**config.mk**
```make
export PLATFORM = sky130hd
export DESIGN_NAME = bit_stuff
export DESIGN_NICKNAME = d
export VERILOG_FILES = /design/src/rtl/usb_pkg.sv /design/src/rtl/bit_stuff.sv
export SDC_FILE = /design/constraint.sdc
export NUM_CORES = 1
export LEC_CHECK = 0
export CAP_MARGIN = 20
export CELL_PAD_IN_SITES_DETAIL_PLACEMENT = 1
export CELL_PAD_IN_SITES_GLOBAL_PLACEMENT = 1
export CORE_MARGIN = 1.5
export CORE_UTILIZATION = 33
export CTS_CLUSTER_DIAMETER = 40
export CTS_CLUSTER_SIZE = 16
export DETAILED_ROUTE_END_ITERATION = 16
export PLACE_DENSITY = 0.75
export SLEW_MARGIN = 0
export SYNTH_ARGS = -nofsm -noshare
export SYNTH_HDL_FRONTEND = slang
export SYNTH_SLANG_ARGS = --single-unit
```
**constraint.sdc**
```tcl
create_clock -name clk -period 1.5 [get_ports clk]
set_input_delay 0.3 -clock clk [delete_from_list [all_inputs] [get_ports clk]]
set_output_delay 0.3 -clock clk [all_outputs]
set_load 0.005 [all_outputs]
```
**src/rtl/usb_pkg.sv**
```systemverilog
// Shared USB serial-path definitions: bit-stuffer state encoding and stuffing run length.
package usb_pkg;

  typedef enum logic [1:0] {
    IDLE  = 2'd0,
    PASS  = 2'd1,
    STUFF = 2'd2
  } bs_state_t;

  localparam int USB_STUFF_LEN = 6;

endpackage

```
**src/rtl/bit_stuff.sv**
```systemverilog
// USB bit stuffer: inserts a 0 after every STUFF_LEN consecutive accepted 1s,
// stalling upstream for the single cycle in which the inserted 0 is emitted.
//
//   state | meaning
//   IDLE  | no packet open, bit_out parked at 1
//   PASS  | forwarding accepted bits with one cycle of latency
//   STUFF | emitting the inserted 0, upstream stalled
module bit_stuff
  import usb_pkg::*;
#(
  parameter int STUFF_LEN = USB_STUFF_LEN
) (
  input  logic clk,
  input  logic rst_b,
  input  logic bit_in,
  input  logic bit_valid,
  input  logic stream_begin,
  input  logic stream_done,
  output logic stall,
  output logic bit_out,
  output logic out_valid,
  output logic stuffed,
  output logic busy
);

  localparam logic [2:0] STUFF_MAX = 3'(STUFF_LEN - 1);

  bs_state_t  state, state_n;
  logic [2:0] ones_cnt, ones_n;
  logic       done_pending, done_n;
  logic       bit_n, valid_n, stuffed_n;

  assign stall = (state == STUFF);
  assign busy  = (state != IDLE);

  always_comb begin
    state_n   = state;
    ones_n    = ones_cnt;
    done_n    = done_pending;
    bit_n     = bit_out;
    valid_n   = out_valid;
    stuffed_n = stuffed;
    case (state)
      IDLE: begin
        bit_n     = 1'b1;
        valid_n   = 1'b0;
        stuffed_n = 1'b0;
        done_n    = 1'b0;
        if (stream_begin) begin
          state_n = PASS;
          ones_n  = '0;
        end
      end
      PASS: begin
        if (bit_valid) begin
          bit_n     = bit_in;
          valid_n   = 1'b1;
          stuffed_n = 1'b0;
          if (bit_in && ones_cnt == STUFF_MAX) begin
            // The stuffed 0 must still go out when this is the packet's last bit.
            state_n = STUFF;
            ones_n  = '0;
            done_n  = stream_done;
          end else begin
            ones_n = bit_in ? ones_cnt + 3'd1 : 3'd0;
            if (stream_done) state_n = IDLE;
          end
        end else begin
          // Run length holds across gaps in bit_valid.
          valid_n   = 1'b0;
          stuffed_n = 1'b0;
        end
      end
      STUFF: begin
        bit_n     = 1'b0;
        valid_n   = 1'b1;
        stuffed_n = 1'b1;
        done_n    = 1'b0;
        state_n   = done_pending ? IDLE : PASS;
      end
      default: state_n = IDLE;
    endcase
  end

  always_ff @(posedge clk) begin
    if (!rst_b) begin
      state        <= IDLE;
      ones_cnt     <= '0;
      done_pending <= 1'b0;
      bit_out      <= 1'b1;
      out_valid    <= 1'b0;
      stuffed      <= 1'b0;
    end else begin
      state        <= state_n;
      ones_cnt     <= ones_n;
      done_pending <= done_n;
      bit_out      <= bit_n;
      out_valid    <= valid_n;
      stuffed      <= stuffed_n;
    end
  end

endmodule

```
# Word level (Yosys, flattened, before mapping)
# Index checks and enable logic that the tools add are counted.
[classes]
div = 0
order_cmp = 0
muxes = 19
shift = 0
reduce_logical = 13
mul = 0
eq_ne = 7
bitwise = 0
addsub = 1
[op_table]
columns = ["op", "n"]
rows = [
  ["2-to-1 mux 3 bit", 4],
  ["AND reduction 3 bit", 3],
  ["2-to-1 mux 2 bit", 4],
  ["nonzero test 2 bit", 4],
  ["!= test 2 bit (second input constant)", 3],
  ["case mux 1 bit (3 select lines)", 2],
  ["case mux 2 bit (3 select lines)", 1],
  ["case mux 3 bit (2 select lines)", 1],
  ["2-to-1 mux 1 bit", 5],
  ["case mux 1 bit (2 select lines)", 2],
  ["OR reduction 2 bit", 2],
  ["adder 3 x 1 -> 3 bit (second input constant)", 1],
  ["equality test 3 bit (second input constant)", 1],
  ["!= test 3 bit (second input constant)", 1],
  ["nonzero test 3 bit", 1],
  ["equality test 2 x 1 -> 1 bit (second input constant)", 1],
  ["equality test 2 bit (second input constant)", 1],
  ["logical NOT 2 bit", 1],
  ["AND reduction 2 bit", 1],
  ["logical AND 1 bit", 1],
]
[totals]
output_inout_bits = 5
rom_bits = 0
ramBits = 0
latch_bits = 0
regBits = 9
mem_count = 0
word_cells = 46

# Longest topological paths before layout
# Gate-level depths: netlist (run 1).
[logic_depth]
ltp_word = 5
mapped_depth = 7

# Worst setup path after synthesis (run 1)
# Ideal clock, no wire load.
[synth_path]
path_type = "register to register"
from = "register state[0]"
to = "register state[1]"
period_less_slack_ns = 1.483
arrival_ns = 1.367
path_stages_with_launch = 7
required_time_ns = 1.384
path_slack_ns = 0.017
setup_ns = 0.116
cell_sequence = "dfxtp_1 -> inv_1 -> ha_1 -> and2b_4 -> a311oi_4 -> mux2i_1 -> nor2b_1"
[synth_between]
elab_chain_cells = 3
[synth_rtl]
columns = ["item", "line", "rtl"]
rows = [
  ["from (decl)", "bit_stuff.sv:28", "bs_state_t state, state_n;"],
  ["from (signal assigned)", "bit_stuff.sv:94", "state <= state_n;"],
  ["equality test 2 x 1 -> 1 bit / logical NOT 2 bit (equally long branches)", "bit_stuff.sv:43", "case (state)"],
  ["!= test 3 bit (no line) / != test 2 bit (equally long branches)", "n/a", ""],
  ["AND reduction 3 bit (no line)", "n/a", ""],
]
# Parallel ways exist; a longest one is shown, timed or not.
# A chain may end at the register's enable or synchronous reset.

# Final worst setup path (run 1)
[layout_path]
from = "register state[1]"
to = "output busy"
[layout_between]
elab_chain_cells = 1
[layout_rtl]
columns = ["item", "line", "rtl"]
rows = [
  ["nonzero test 2 bit", "bit_stuff.sv:34", "assign busy = (state != IDLE);"],
  ["to (decl)", "bit_stuff.sv:23", "output logic busy"],
]
# No other way between the ends.

==> impl_metrics.env, run 1 <==
export IMPL_synthTopCellsByCount="dfxtp_1 (9), ha_1 (6), inv_1 (6), nor2b_1 (5)"
export IMPL_slew_viol_final=0
export IMPL_synth_edff_count=0
export IMPL_syn_area_sq_um=595.6
export IMPL_slew_headroom=0.7678
export IMPL_htree_num_levels=1
export IMPL_place_gp_congestion=0.7178
export IMPL_synthTopCellsByArea="dfxtp_1 (30%), ha_1 (13%), mux2i_1 (6.7%)"
export IMPL_slowest_delay_ns=0.33
export IMPL_wl_met2_um=712
export IMPL_vias=524
export IMPL_core_region_area_sq_um=1708
export IMPL_port_buffers=10
export IMPL_synth_fp_nets=76
export IMPL_grt_setup_unrepaired="true"
export IMPL_drive_above_1_share=0.3059
export IMPL_rows=15
export IMPL_first_pass_iters=4
export IMPL_yosys_area_top_type="dfxtp_1"
export IMPL_cts_root_buf="clkbuf_4"
export IMPL_die_y_um=45.48
export IMPL_power_mw=0.8303
export IMPL_antenna_found_initial=0
export IMPL_synth_cell_types=26
export IMPL_ys_warnings_count=0
export IMPL_start_kind="flip-flop"
export IMPL_path_cells="inv_2 -> ha_4 -> inv_1 -> dlygate4sd2_1"
export IMPL_ant_nets=0
export IMPL_power_density_nw_per_um2=995.0
export IMPL_status="finished, final reports clean"
export IMPL_clk_pin_slew_ns=0.07
export IMPL_worst_pin_slew_ns=0.3472
export IMPL_cts_path_max_buffers=2
export IMPL_synthFlopType="dfxtp_1"
export IMPL_initial_utilization=0.3487
export IMPL_yosysMostFrequentCell="dfxtp_1"
export IMPL_finClkSkew_ns=0.007001
export IMPL_dr_wl_met3_um=23
export IMPL_timing_final_crit_period_ns=1.455
export IMPL_final_nets=98
export IMPL_syn_avg_cell_area_sq_um=9.306
export IMPL_seq_area_frac_synth=0.3025
export IMPL_drt_iter0_drc=7
export IMPL_cts_hold_buffers_added=0
export IMPL_p_leak_nw=0.3134
export IMPL_grt_pass1_vias=514
export IMPL_worstPathRequired_ns=1.20
export IMPL_setup_viol_count_final=0
export IMPL_grt_max_degree=12
export IMPL_crit_arrival_ns=1.16
export IMPL_place_hpwl_mm=1.099
export IMPL_worstSetupEndpointType="output port"
export IMPL_drc=0
export IMPL_crit_type="flip-flop to output port"
export IMPL_syn_to_final_growth_pct=40.13
export IMPL_synth_top_area_frac=0.3025
export IMPL_n_antenna_cell=0
export IMPL_cts_sinks=9
export IMPL_yosys_register_bits=9
export IMPL_peakVddDrop_mv=0.2768
export IMPL_viasPerCell=4.764
export IMPL_slowest_stage="dfxtp_2"
export IMPL_fmax_mhz=687.1
export IMPL_crit_fanout=4
export IMPL_highest_layer="met4"
export IMPL_hold_viol_final=0
export IMPL_totalWireLength_mm=1.409
export IMPL_dieWidth_um=45.48
export IMPL_hp_class="flip-flop to flip-flop"
export IMPL_maxCapViolCount=0
export IMPL_synth_async_reset_ratio=0
export IMPL_io_pin_count=11
export IMPL_grt_usage=0.1508
export IMPL_clock_latency_ns=0.27
export IMPL_m1WireLength_um=633
export IMPL_die_area_sq_um=2068
export IMPL_fin_crit_sh=0.9703
export IMPL_tns_ns=0
export IMPL_cts_inserted_buffers=3
export IMPL_cts_tree="done"
export IMPL_grt_ovfl_total=0
export IMPL_synth_cells=64
export IMPL_wire_per_inst_um=12.81
export IMPL_grt_first_pass_wirelength_mm=2.159
==> cell usage in the layout, fill, tap and decap left out <==
cell,netlist,final
clkdlybuf4s50_1,0,8
buf_4,0,8
dfxtp_1,9,6
nor2b_1,5,5
inv_1,6,4
nor3b_1,4,4
nand2_1,4,4
mux2i_1,4,4
o21ai_0,3,3
nor2_1,3,3
nand3_1,3,3
ha_1,6,3
clkbuf_4,0,3
dfxtp_2,0,3
inv_2,0,2
a21oi_1,2,2
ha_4,0,2
nor3_1,1,1
nand3_2,1,1
and2b_4,1,1
nor2b_4,1,1
a311oi_4,1,1
nand4b_1,1,1
nor3_4,1,1
o221ai_1,1,1
a21boi_0,1,1
o21a_1,1,1
o211ai_1,1,1
o31a_1,1,1
o21ai_1,1,1
ha_2,0,1
clkbuf_1,1,1
dlygate4sd2_1,0,1
clkbuf_2,0,1
buf_6,1,1
==> power breakdown <==
group | internal [mW] | switching [mW]
Combinational | 0.194 | 0.165
Clock | 0.103 | 0.100
Sequential | 0.258 | 0.0104
==> final timing paths <==
| check | start | to | slack, ns | cells after the start |
|---|---|---|---|---|
| min | done_pending | done_pending | 0.49 | 2 |
| max reg2reg | state[1] | state[1] | 0.05 | 6 |
| min reg2reg | done_pending | done_pending | 0.49 | 2 |
| max | state[1] | busy | 0.04 | 4 |
==> state kept, by name, indices dropped and copies added (netlist names) <==
signal        count
state             2
ones_cnt          3
out_valid         1
bit_out           1
stuffed           1
done_pending      1
==> timing repair <==
item | 4_1_cts | 5_1_grt
setup endpoints to repair | 6 | 6
resized for setup | 8 | 7
pin swaps | 0 | 1
buffers inserted | 0 | 0
==> stage by stage <==
step,std cells,utilization,setup WS [ns],hold WS (ns),area (sq um)
6_report,110,0.4886,0.04462,0.4937,834.6
5_1_grt,110,0.4886,-0.04083,0.5176,834.6
4_1_cts,110,0.4799,0.01023,0.5072,819.5
3_5_place_dp,106,0.4564,-0.1520,0.4975,779.5
3_3_place_gp,106,0.4564,-0.1212,0.4792,779.5
2_1_floorplan,64,-,0.01730,0.4400,595.6
==> worst max-delay path: cells and delay by family (launching register included) <==
| kind | cells | cell delay (ns) |
|---|---|---|
| adder cells (fa/ha/maj) | 1 | 0.16 |
| flip-flops | 1 | 0.33 |
| buffers and inverters | 3 | 0.39 |
==> cell families after synthesis <==
family	share of synthesized area
multiplexers	0.06723
adder cells (fa/ha/maj)	0.1260
buffers and inverters	0.06302
AO/OA/AOI/OAI	0.1618
flip-flops	0.3025
AND/OR/NAND/NOR	0.2794
==> final cells by class <==
type / count / area (sq um)
sequential: 9 / 183.9
fill: 193 / 873.3
clock buffer: 4 / 26.28
inverter: 6 / 22.52
timing repair buffer: 19 / 165.2
multi-input combinational: 47 / 405.4
tap: 25 / 31.28
==> layer usage <==
metal,vias to the layer above,global-route usage
met2,8,0.2592
li1,264,-
met3,5,0.01190
met1,247,0.1735
met5,-,0
met4,0,0.1059
Power figures use the tool's default switching activity.
==> run 2: changes to the inputs <==
SLEW_MARGIN = 20   (was 0)
==> results of run 2 <==
Final layout, timing and power as in run 1 (identical DEF).
